**src/rtl/reg_scoreboard_if.sv**
```systemverilog
// Decode/writeback bundle between the pipeline and the register scoreboard.
interface reg_scoreboard_if #(
   parameter int NREGS = 32,
   parameter int CW    = 3
);
   logic             ValidD;
   logic             FlushD;
   logic [4:0]       Rs1D;
   logic [4:0]       Rs2D;
   logic             UseRs1D;
   logic             UseRs2D;
   logic [4:0]       RdD;
   logic             RegWriteD;
   logic             LongD;
   logic             WbValidW;
   logic [4:0]       WbRdW;
   logic             StallD;
   logic             IssueD;
   logic [NREGS-1:0] PendingOut;
   logic [CW-1:0]    OutCount;
   logic             SbError;

   // Pipeline side: drives decode/writeback info, observes stall and state.
   modport master (
      output ValidD, FlushD, Rs1D, Rs2D, UseRs1D, UseRs2D, RdD, RegWriteD,
             LongD, WbValidW, WbRdW,
      input  StallD, IssueD, PendingOut, OutCount, SbError
   );

   // Scoreboard side.
   modport slave (
      input  ValidD, FlushD, Rs1D, Rs2D, UseRs1D, UseRs2D, RdD, RegWriteD,
             LongD, WbValidW, WbRdW,
      output StallD, IssueD, PendingOut, OutCount, SbError
   );
endinterface

```
**src/rtl/reg_scoreboard.sv**
```systemverilog
// Decode-stage scoreboard for long-latency destinations (loads, mul/div).
// Stalls decode on RAW/WAW against results not yet produced, and when the
// outstanding-write budget is exhausted. A writeback in W resolves the
// hazard in the same cycle since its value is forwarded.
module reg_scoreboard #(
   parameter int NREGS   = 32,
   parameter int MAX_OUT = 4,
   parameter int CW      = 3
) (
   input  logic             clk,
   input  logic             rst_n,
   reg_scoreboard_if.slave  sb
);

   logic [NREGS-1:0] pend_q, pend_d;
   logic [CW-1:0]    cnt_q, cnt_d;
   logic             err_q, err_d;

   logic [NREGS-1:0] eff;
   logic             raw, waw, full;
   logic             wb_clears;
   logic             stall, issue;
   logic             set, clr;

   // Hazard detection, issue decision and next-state computation.
   always_comb begin
      eff = pend_q;
      if (sb.WbValidW) eff[sb.WbRdW] = 1'b0;

      wb_clears = sb.WbValidW & pend_q[sb.WbRdW];

      raw = sb.ValidD &
            ((sb.UseRs1D & (sb.Rs1D != 5'd0) & eff[sb.Rs1D]) |
             (sb.UseRs2D & (sb.Rs2D != 5'd0) & eff[sb.Rs2D]));
      waw = sb.ValidD & sb.RegWriteD & (sb.RdD != 5'd0) & eff[sb.RdD];
      full = sb.ValidD & sb.RegWriteD & sb.LongD & (sb.RdD != 5'd0) &
             (cnt_q == CW'(MAX_OUT)) & ~wb_clears;

      stall = ~sb.FlushD & (raw | waw | full);
      issue = sb.ValidD & ~sb.FlushD & ~stall;

      set = issue & sb.RegWriteD & sb.LongD & (sb.RdD != 5'd0);
      clr = sb.WbValidW & (sb.WbRdW != 5'd0) & pend_q[sb.WbRdW];

      // Clear applied before set so a same-register collision keeps the bit.
      pend_d = pend_q;
      if (clr) pend_d[sb.WbRdW] = 1'b0;
      if (set) pend_d[sb.RdD]   = 1'b1;

      cnt_d = cnt_q;
      if (set && !clr)      cnt_d = cnt_q + 1'b1;
      else if (clr && !set) cnt_d = cnt_q - 1'b1;

      err_d = err_q;
      if (sb.WbValidW && ((sb.WbRdW == 5'd0) || !pend_q[sb.WbRdW])) err_d = 1'b1;
   end

   // State registers with synchronous active-low reset.
   always_ff @(posedge clk) begin
      if (!rst_n) begin
         pend_q <= '0;
         cnt_q  <= '0;
         err_q  <= 1'b0;
      end else begin
         pend_q <= pend_d;
         cnt_q  <= cnt_d;
         err_q  <= err_d;
      end
   end

   assign sb.StallD     = stall;
   assign sb.IssueD     = issue;
   assign sb.PendingOut = pend_q;
   assign sb.OutCount   = cnt_q;
   assign sb.SbError    = err_q;

endmodule

```
**src/flat_wrapper.sv**
```systemverilog
// flat-port wrapper written by rule: the top's interface ports become plain ports
module reg_scoreboard_flat 
#(
   parameter int NREGS   = 32,
   parameter int MAX_OUT = 4,
   parameter int CW      = 3
)
  (clk, rst_n, sb_ValidD, sb_FlushD, sb_Rs1D, sb_Rs2D, sb_UseRs1D, sb_UseRs2D, sb_RdD, sb_RegWriteD, sb_LongD, sb_WbValidW, sb_WbRdW, sb_StallD, sb_IssueD, sb_PendingOut, sb_OutCount, sb_SbError);
  reg_scoreboard_if #(.NREGS(NREGS), .CW(CW)) sb_i ();
  input  logic clk;
  input  logic rst_n;
  input wire logic [$bits(sb_i.ValidD)-1:0] sb_ValidD;
  input wire logic [$bits(sb_i.FlushD)-1:0] sb_FlushD;
  input wire logic [$bits(sb_i.Rs1D)-1:0] sb_Rs1D;
  input wire logic [$bits(sb_i.Rs2D)-1:0] sb_Rs2D;
  input wire logic [$bits(sb_i.UseRs1D)-1:0] sb_UseRs1D;
  input wire logic [$bits(sb_i.UseRs2D)-1:0] sb_UseRs2D;
  input wire logic [$bits(sb_i.RdD)-1:0] sb_RdD;
  input wire logic [$bits(sb_i.RegWriteD)-1:0] sb_RegWriteD;
  input wire logic [$bits(sb_i.LongD)-1:0] sb_LongD;
  input wire logic [$bits(sb_i.WbValidW)-1:0] sb_WbValidW;
  input wire logic [$bits(sb_i.WbRdW)-1:0] sb_WbRdW;
  output wire logic [$bits(sb_i.StallD)-1:0] sb_StallD;
  output wire logic [$bits(sb_i.IssueD)-1:0] sb_IssueD;
  output wire logic [$bits(sb_i.PendingOut)-1:0] sb_PendingOut;
  output wire logic [$bits(sb_i.OutCount)-1:0] sb_OutCount;
  output wire logic [$bits(sb_i.SbError)-1:0] sb_SbError;
  assign sb_i.ValidD = sb_ValidD;
  assign sb_i.FlushD = sb_FlushD;
  assign sb_i.Rs1D = sb_Rs1D;
  assign sb_i.Rs2D = sb_Rs2D;
  assign sb_i.UseRs1D = sb_UseRs1D;
  assign sb_i.UseRs2D = sb_UseRs2D;
  assign sb_i.RdD = sb_RdD;
  assign sb_i.RegWriteD = sb_RegWriteD;
  assign sb_i.LongD = sb_LongD;
  assign sb_i.WbValidW = sb_WbValidW;
  assign sb_i.WbRdW = sb_WbRdW;
  assign sb_StallD = sb_i.StallD;
  assign sb_IssueD = sb_i.IssueD;
  assign sb_PendingOut = sb_i.PendingOut;
  assign sb_OutCount = sb_i.OutCount;
  assign sb_SbError = sb_i.SbError;
  reg_scoreboard #(.NREGS(NREGS), .MAX_OUT(MAX_OUT), .CW(CW)) u_core (.clk(clk), .rst_n(rst_n), .sb(sb_i));
endmodule
```
**config.mk**
```make
export PLATFORM = sky130hd
export DESIGN_NAME = reg_scoreboard_flat
export DESIGN_NICKNAME = d
export VERILOG_FILES = /design/src/rtl/reg_scoreboard_if.sv /design/src/rtl/reg_scoreboard.sv /design/src/flat_wrapper.sv
export SDC_FILE = /design/constraint.sdc
export NUM_CORES = 1
export LEC_CHECK = 0
export CAP_MARGIN = 25
export CORE_ASPECT_RATIO = 1.5
export CORE_UTILIZATION = 28
export CTS_BUF_LIST = sky130_fd_sc_hd__clkbuf_4
export DETAILED_ROUTE_END_ITERATION = 12
export PLACE_DENSITY = 0.57
export SYNTH_ARGS = -nofsm -noshare
export SYNTH_HDL_FRONTEND = slang
export SYNTH_SLANG_ARGS = --single-unit
export TNS_END_PERCENT = 5
```
**constraint.sdc**
```tcl
create_clock -name clk -period 12.06 [get_ports clk]
set_clock_uncertainty 0.15 [all_clocks]
set_input_delay 1.809 -clock clk [delete_from_list [all_inputs] [get_ports clk]]
set_output_delay 1.809 -clock clk [all_outputs]
set_load 0.05 [all_outputs]
```
Word level (Yosys, flattened, before mapping)

Index checks and enable logic that the tools add are counted.

Div/mod/pow operators: 0
Reductions and logical operators: 15
$add $sub $neg: 2
Magnitude comparators: 6
Equality and inequality tests: 1
Shift-type cells: 0
$mul: 0
Muxes and demuxes: 17
Bitwise gates (word level): 30

Operator list:

| kind                                                                                 | number |
|---|---|
| 32-bit two-way mux                                                                   | 3 |
| 32-bit bitwise AND                                                                   | 1 |
| 32-bit inverter                                                                      | 1 |
| 32-bit OR                                                                            | 1 |
| 5-bit by 6-bit < comparator with 1-bit output (second input constant)                | 4 |
| 1-bit bitwise AND                                                                    | 21 |
| 1-bit binary-select mux with 5-bit select                                            | 4 |
| 5-bit nonzero test                                                                   | 4 |
| 1-bit demux with 5-bit select                                                        | 2 |
| 5-bit by 1-bit greater-or-equal comparator with 1-bit output (second input constant) | 2 |
| 1-bit two-way mux                                                                    | 6 |
| 3-bit two-way mux                                                                    | 2 |
| 1-bit logical AND                                                                    | 5 |
| 5-bit zero test                                                                      | 1 |
| 3-bit by 1-bit adder with 3-bit output (second input constant)                       | 1 |
| 3-bit equality test (second input constant)                                          | 1 |
| 1-bit zero test                                                                      | 3 |
| 1-bit inverter                                                                       | 3 |
| 1-bit OR                                                                             | 3 |
| 3-bit by 1-bit subtractor with 3-bit output (second input constant)                  | 1 |
| 2-bit nonzero test                                                                   | 1 |
| 1-bit logical OR                                                                     | 1 |

Memory bits (read-only): 0
Bits in latches: 0
Output and inout bits: 38
Memories: 0
Register bits: 36
RAM bits: 0
Word-level logic and storage cells: 74

Longest topological paths before layout

Gate-level depths: netlist (run 1).

Word-level depth: 24
Depth in mapped cells: 16
Depth with buffers taken out: 14

Worst setup path after synthesis (run 1)

No wires, ideal clock.

Kind: input port to output port
Start: input port sb_WbRdW[3]
End: output port sb_IssueD
Path slack: 4773 ps
Data arrival time: 5328 ps
Stages on the path: 9
Buffers on the path: 1
Cells stage by stage: buf_2 -> or4b_4 -> o211a_1 -> a2111oi_0 -> a311o_1 -> nor3_2 -> a2bb2oi_4 -> nand3_1 -> nor3b_1

Longest elaborated chain between the ends: 17
Elaborated cells between the ends (all ways): 29
Classes of those cells: order compare: 2; mux: 11; bitwise: 15; reduce/logical: 1

Ends and longest elaborated chain:

| element                                                                                                                                             | line                                       | text |
|---|---|---|
| start: declaration                                                                                                                                  | flat_wrapper.sv:22                         | `input wire logic [$bits(sb_i.WbRdW)-1:0] sb_WbRdW;` |
| 5-bit by 6-bit < comparator with 1-bit output (implied by the code) or 5-bit by 1-bit greater-or-equal comparator with 1-bit output (tied branches) | reg_scoreboard.sv:28                       | `if (sb.WbValidW) eff[sb.WbRdW] = 1'b0;` |
| 1-bit logical AND (implied by the code)                                                                                                             | reg_scoreboard.sv:28                       |  |
| 1-bit two-way mux (implied by the code)                                                                                                             | reg_scoreboard.sv:28                       |  |
| 1-bit demux with 5-bit select                                                                                                                       | --                                         |  |
| 32-bit inverter (no line)                                                                                                                           | --                                         |  |
| 32-bit bitwise AND (no line)                                                                                                                        | --                                         |  |
| 32-bit two-way mux                                                                                                                                  | reg_scoreboard.sv:28                       |  |
| 1-bit binary-select mux with 5-bit select, on equally long branches                                                                                 | reg_scoreboard.sv:33, reg_scoreboard.sv:34 |  |
| (+2 left out)                                                                                                                                       | --                                         |  |
| 1-bit OR                                                                                                                                            | reg_scoreboard.sv:33                       | `((sb.UseRs1D & (sb.Rs1D != 5'd0) & eff[sb.Rs1D]) \|` |
| 1-bit bitwise AND                                                                                                                                   | reg_scoreboard.sv:32                       | `raw = sb.ValidD &` |
| 1-bit OR                                                                                                                                            | reg_scoreboard.sv:39                       | `stall = ~sb.FlushD & (raw \| waw \| full);` |
| 1-bit OR (*)                                                                                                                                        | reg_scoreboard.sv:39                       |  |
| 1-bit bitwise AND (*)                                                                                                                               | reg_scoreboard.sv:39                       |  |
| via sb_StallD                                                                                                                                       | flat_wrapper.sv:23                         | `output wire logic [$bits(sb_i.StallD)-1:0] sb_StallD;` |
| 1-bit inverter (*)                                                                                                                                  | reg_scoreboard.sv:40                       | `issue = sb.ValidD & ~sb.FlushD & ~stall;` |
| 1-bit bitwise AND (*)                                                                                                                               | reg_scoreboard.sv:40                       |  |
| end: declaration                                                                                                                                    | flat_wrapper.sv:24                         | `output wire logic [$bits(sb_i.IssueD)-1:0] sb_IssueD;` |

Mark *: on every way through the listed nets, which the timed path passes. The rest lies on a longest branch. The select of a mux whose other input is x is not followed.

Worst setup path after layout (run 1)

Start: input port sb_WbRdW[3]
End: output port sb_IssueD

Longest elaborated chain between the ends: 17
Elaborated cells between the ends (all ways): 29
Classes of those cells: order compare: 2; mux: 11; bitwise: 15; reduce/logical: 1

Ends and longest elaborated chain:

| element                                                                                                                                             | line |
|---|---|
| 5-bit by 6-bit < comparator with 1-bit output (implied by the code) or 5-bit by 1-bit greater-or-equal comparator with 1-bit output (tied branches) | reg_scoreboard.sv:28 |
| 1-bit logical AND (implied by the code)                                                                                                             | reg_scoreboard.sv:28 |
| 1-bit two-way mux (implied by the code)                                                                                                             | reg_scoreboard.sv:28 |
| 1-bit demux with 5-bit select                                                                                                                       | -- |
| 32-bit inverter (no line)                                                                                                                           | -- |
| 32-bit bitwise AND (no line)                                                                                                                        | -- |
| 32-bit two-way mux                                                                                                                                  | reg_scoreboard.sv:28 |
| 1-bit binary-select mux with 5-bit select, on equally long branches                                                                                 | reg_scoreboard.sv:33, reg_scoreboard.sv:34 |
| 1-bit two-way mux, on equally long branches                                                                                                         | reg_scoreboard.sv:33, reg_scoreboard.sv:34 |
| 1-bit bitwise AND, on equally long branches                                                                                                         | reg_scoreboard.sv:33, reg_scoreboard.sv:34 |
| 1-bit OR                                                                                                                                            | reg_scoreboard.sv:33 |
| 1-bit bitwise AND                                                                                                                                   | reg_scoreboard.sv:32 |
| 1-bit OR                                                                                                                                            | reg_scoreboard.sv:39 |
| 1-bit OR (*)                                                                                                                                        | reg_scoreboard.sv:39 |
| 1-bit bitwise AND (*)                                                                                                                               | reg_scoreboard.sv:39 |
| 1-bit inverter (*)                                                                                                                                  | reg_scoreboard.sv:40 |
| 1-bit bitwise AND (*)                                                                                                                               | reg_scoreboard.sv:40 |

Mark *: on every way between the ends. The rest lies on a longest branch, timed or not. The select of a mux whose other input is x is not followed.

==> flow_summary.toml, run 1 <==
[synth]
yosysSeqAreaShare = 0.220
async_reset_ff_frac = 0
synth_area_leader_cell = "dfxtp_1"
yosysWarningCount = 0
ys_seq_elements = 36
syn_area_per_cell_um2 = 8.29
yosysUniqueCellTypes = 78
ys.flop_type = "dfxtp_1"
synth_commonest_cells = "36 x dfxtp_1, 32 x nand2_1, 31 x o21ai_0"
synth_area_um2 = 3270
yosysTopAreaCellShare = 0.220
syn_nets = 426
synth_edf_count = 0
synth_most_common_cell = "dfxtp_1"
synth_cells = 395
synth.area.top_cells = "dfxtp_1 22%, mux4_2 5.5%, mux2_2 5.2%"

[global_routing]
track_usage = 0.224
grt_pass1_wl_um = 21000
grt_max_degree = 25
grt_pass1_vias = 3613
antenna_found_initial = 1
gr-total-overflow = 0

[worst_setup_path]
crit_type = "input port to primary output"
crit_top_cell = "clkdlybuf4s50_1"
rr_worst_depth = 13
cp.required_ps = 10100
path_cells = "clkdlybuf4s50_1, nand4b_1, o21ai_0, mux2_2, o2111ai_1, o21bai_1, a2bb2oi_4, nand3_1, nor3b_1, clkdlybuf4s50_1"
reg2reg_from = "u_core.sb.PendingOut[13]"
crit_arrival_ps = 6070
cp_slowest_stage_delay_ps = 1010
startpoint_type = "input port"
r2r_slack_ps = 8400
crit_path_max_fanout = 18
end_kind = "primary output"
worst_r2r_endpoint = "u_core.sb.OutCount[2]"
cp_slowest_cell = "clkdlybuf4s50_1"
cp.buffers_inverters = 2
critical-path-top-delay-family = "buffers and inverters"

[clocking]
cts_buffers = 5
clk-insertion-delay-late_ps = 360
ctsResizeCount = 0
cts-root-buf = "clkbuf_4"
clock-sinks = 36
hold_buffers = 0
clk_pin_slew_worst_paths_ps = 100
cts_max_path_buffers = 2
cts_setup_buffers = 0
cts_tree = "built"
htreeDepth = 2

[floorplanning]
die_w_um = 90.3
dieArea_um2 = 12100
die_h_um = 134
num_rows = 48
ios = 67
start_util = 0.285
core-area_um2 = 11500

[timing]
setup_viol = 0
rsz0062_at_grt = "no"
slew_headroom = 0.445
finalHoldViolCount = 0
fin_tns_setup_ps = 0
drv_slew = 0
worstMarginPinSlew_ps = 829
min_period_ps = 8030
period_share = 0.666
fmax_mhz = 125

[drt]
wl_per_cell_um = 22.9
drc = 0
drt-total-wl_um = 13600
viasPerCell = 6.19
ant_nets = 0
dr.pass1.iters = 7
drt_iter0_drc = 456
vias = 3681

[layout]
syn2layout_area_growth_pct = 24.7
final_cell_area_um2 = 4080
fin_nets = 475
regArea_um2 = 721
fillers = 1206
final_layout_size_suffix_gt1_frac = 0.108
multi_input_area_um2 = 2380

[power]
p_leak_nw = 1.29
p_seq_frac = 0.470
clockPowerShare = 0.239
combPwrFrac = 0.292
power.total_mw = 0.259
switching_power_mw = 0.0898
ir_drop_uv = 32.4
power.density_nw_per_um2 = 63.4
swShare = 0.347
power.internal_mw = 0.169

[run_status]
status = "complete, no violations"

[min_path]
hold_path.class = "register to register"
hold_depth = 2
holdCritStartpoint = "u_core.sb.SbError"
worstHoldEndpoint = "u_core.sb.SbError"

[placed_design]
dp_hpwl_um = 10700
place.gp.congestion = 0.927
portBuffers = 66
placed_area_um2 = 4040

[run]
cap_violations = 0
per-layer routing:
| metal | track usage | vias to the layer above | routed length, um |
|---|---|---|---|
| li1 | - | 1664 | - |
| met1 | 0.272 | 1769 | 5390 |
| met2 | 0.381 | 195 | 6670 |
| met3 | 0.0204 | 53 | 788 |
| met4 | 0.139 | 0 | 786 |
| met5 | 0 | - | 0 |
per-stage QoR:
stage,hold WS [ps],setup WS [ps],instances,utilization
after floorplan,571,4770,395,-
after global placement,305,3890,586,0.349
after detailed placement,307,4110,587,0.352
after CTS,331,4090,594,0.356
after global routing,359,3720,595,0.356
final,324,4030,595,0.356
state kept, by name (all words and copies together) (netlist names):
name and count:
u_core.sb.PendingOut 32, u_core.sb.OutCount 3, u_core.sb.SbError 1
worst min-delay path: stages, from the launching register on:
cell	delay, ps
dfxtp_1	340
a21oi_1	40
nor2_1	70
cell families (layout without fill, tap and decap cells):
logic type,Yosys count,count (layout),synth area share
flops,36,36,0.220
other cells,0,1,0
buf+inv,39,88,0.0543
xor+xnor,5,5,0.0134
mux,30,30,0.128
fa+ha+maj,2,2,0.00993
compound gates,148,148,0.324
simple gates,135,135,0.250
power groups by stage:
stage          registers [mW]  logic, mW  clock network [mW]
5_1_grt                 0.122     0.0806              0.0658
6_report                0.122     0.0756              0.0618
4_1_cts                 0.122     0.0748              0.0619
2_1_floorplan           0.129     0.0424                   0
3_3_place_gp            0.124     0.0733                   0
3_5_place_dp            0.124     0.0746                   0
final cells by class:
type                            count  area share
Multi-Input combinational cell    320       0.582
Sequential cell                    36       0.176
Timing Repair Buffer               70       0.174
Tap cell                          150      0.0460
Inverter                           11      0.0101
Clock buffer                        5     0.00919
Clock inverter                      2     0.00184
Antenna cell                        1    0.000613
layout by cell type, fill, tap and decap left out, types with 3 or more instances in the layout:
cell type and instances:
o21a_1 11, nand4bb_1 3, or3_1 3, a21oi_1 5, a31oi_1 3, o211a_1 3
nand2_1 32, clkinv_1 3, a211oi_1 4, nand4b_1 5, a32oi_1 3, o31ai_1 4
nor2b_1 12, a311o_1 3, clkbuf_4 5, mux4_2 8, o211ai_1 11, buf_4 3
and2_1 3, xor2_1 3, nand3_1 12, o21ai_0 31, mux2i_1 7, nand4_1 4
nor2_1 18, a22oi_1 4, inv_1 9, clkdlybuf4s50_1 66, nand2b_1 9, dfxtp_1 36
o2111ai_1 10, a21boi_1 3, mux2_2 15, o22ai_1 27, nor3_1 9
worst max-delay path by stage:
| stage | from | endpoint | slack [ps] | depth (start not counted) |
|---|---|---|---|---|
| floorplan | sb_WbRdW[3] | sb_IssueD | 4770 | 9 |
| global placement | sb_WbRdW[1] | sb_StallD | 3890 | 9 |
| detailed placement | sb_WbValidW | sb_IssueD | 4110 | 10 |
| CTS | sb_WbValidW | sb_IssueD | 4090 | 10 |
| global route | sb_WbRdW[3] | sb_IssueD | 3720 | 10 |
| finish | sb_WbRdW[3] | sb_IssueD | 4030 | 10 |
No activity file was read; power rests on OpenSTA's default activity.
==> run 2: changes to the inputs <==
- PLACE_DENSITY: 0.57 -> 0.59
- clock period: 12.06 -> 6.5 ns (I/O delays scaled with it)
==> run 2 against run 1 <==
Die area stayed put; final cell count is 1.3% higher; total power is 100% higher; non-clock buffer count is 8 higher; via count is 1.8% higher; clock-buffer cell count stayed put; sequential power is 85% higher; critical path type unchanged.
==> flow_summary.toml, run 2 (synthesized netlist as in run 1, its figures left out) <==
[worst_setup_path]
cp_slowest_cell = "clkdlybuf4s50_1"
rr_worst_depth = 13
reg2reg_from = "u_core.sb.PendingOut[7]"
crit_arrival_ps = 4670
cp.buffers_inverters = 2
worst_r2r_endpoint = "u_core.sb.OutCount[2]"
startpoint_type = "input port"
cp.required_ps = 5370
r2r_slack_ps = 3010
cp_slowest_stage_delay_ps = 880
path_cells = "clkdlybuf4s50_1, nand2b_1, o21ai_0, mux4_2, a311o_1, nor3_2, a2bb2oi_4, nand3_1, nor3b_1, buf_4"
critical-path-top-delay-family = "simple AND/OR/NAND/NOR gates"
crit_path_max_fanout = 15
crit_type = "input port to primary output"
end_kind = "primary output"

[timing]
finalHoldViolCount = 0
slew_headroom = 0.468
drv_slew = 0
min_period_ps = 5790
fin_tns_setup_ps = 0
worstMarginPinSlew_ps = 795
period_share = 0.891
fmax_mhz = 173
rsz0062_at_grt = "no"
setup_viol = 0

[global_routing]
gr-total-overflow = 0
grt_pass1_wl_um = 20400
track_usage = 0.219
grt_pass1_vias = 3592
antenna_found_initial = 0
grt_max_degree = 23

[clocking]
ctsResizeCount = 0
clock-sinks = 36
cts_setup_buffers = 0
cts_tree = "built"
cts_buffers = 5
clk-insertion-delay-late_ps = 360
cts-root-buf = "clkbuf_4"
hold_buffers = 0
clk_pin_slew_worst_paths_ps = 120
cts_max_path_buffers = 2
htreeDepth = 2

[layout]
layout_commonest_cell = "clkdlybuf4s50_1"
diodes = 0
final_layout_size_suffix_gt1_frac = 0.135
syn2layout_area_growth_pct = 26.8
fin_cells = 603
fin_nets = 483
multi_input_area_um2 = 2380
largest_reg_flops = 32
fillers = 1175
regArea_um2 = 721
final_cell_mix = "64 x clkdlybuf4s50_1, 36 x dfxtp_1, 32 x nand2_1, 31 x o21ai_0, 27 x o22ai_1"

[min_path]
hold_path.class = "register to register"
worstHoldEndpoint = "u_core.sb.SbError"
hold_depth = 2
holdCritStartpoint = "u_core.sb.SbError"

[drt]
viasPerCell = 6.21
wl_per_cell_um = 22.6
drt-total-wl_um = 13600
drc = 0
vias = 3746
ant_nets = 0
drt_iter0_drc = 394
dr.pass1.iters = 8

[floorplanning]
core-area_um2 = 11500
die_h_um = 134
dieArea_um2 = 12100
start_util = 0.285
die_w_um = 90.3
num_rows = 48
ios = 67

[placed_design]
portBuffers = 66
placedCellCount = 595
place.gp.congestion = 0.950
dp_hpwl_um = 10800

[run]
cap_violations = 0

[run_status]
status = "complete, no violations"

[power]
p_leak_nw = 1.34
ir_drop_uv = 60.6
power.density_nw_per_um2 = 127
-- run 2: cell count changes in the layout (fill, tap and decap cells not counted) --
cell	change
clkinv_1	-2
buf_4	+11
clkinv_2	+1
clkdlybuf4s50_1	-2
clkinvlp_4	+1
buf_16	-1
bufinv_16	+1
diode_2	-1
-- run 2: worst max path at each step --
| stage | startpoint | end | slack [ps] | cells after the start |
|---|---|---|---|---|
| after global routing | sb_WbRdW[1] | sb_IssueD | 550 | 10 |
| after global placement | sb_WbRdW[1] | sb_IssueD | 760 | 10 |
| after detailed placement | sb_WbRdW[1] | sb_IssueD | 770 | 10 |
| after floorplan | sb_WbRdW[3] | sb_IssueD | 880 | 9 |
| after CTS | sb_WbRdW[1] | sb_IssueD | 760 | 10 |
| final | sb_WbRdW[1] | sb_IssueD | 710 | 10 |
-- run 2: routing by layer --
layer	share of wire	GRT usage	up-vias
li1	-	-	1683
met1	0.38	0.259	1818
met2	0.50	0.380	206
met3	0.064	0.0215	39
met4	0.052	0.137	0
met5	0	0	-
-- run 2: worst reg2reg max path, cell delays in order (launching register included) --
cell and delay, ps:
dfxtp_1 380, a21boi_0 200, mux4_2 510, a211oi_1 250, o21bai_1 200, a2bb2oi_4 270
nand4b_4 160, inv_1 100, ha_1 190, inv_1 70, fa_1 370, xor2_1 160
or3_1 300, a21oi_1 130
-- run 2: per-stage QoR --
step                setup WS (ps)   util  hold slack, ps  instance area (um2)  power [mW]
global route                  549  0.362             377                 4150       0.546
CTS                           756  0.362             350                 4150       0.528
detailed placement            769  0.355             322                 4070       0.370
floorplan                     881      -             571                 3270       0.318
global placement              758  0.355             325                 4070       0.372
finish                        708  0.362             343                 4150       0.529
-- run 2: layout make-up --
cell class / count / share of cell area
multi-input cells: 320 / 0.572
repair buffers: 78 / 0.180
flip-flops and latches: 36 / 0.174
well taps: 150 / 0.0452
clock inverters: 3 / 0.0102
inverters: 11 / 0.00995
clock buffers: 5 / 0.00904
-- run 2: power breakdown --
group	switching (mW)	leakage (nW)	internal, mW	total [mW]
registers	0.00282	0.291	0.223	0.226
logic	0.0881	1.01	0.0542	0.142
clock network	0.0805	0.0412	0.0801	0.161
total	0.172	1.34	0.357	0.529
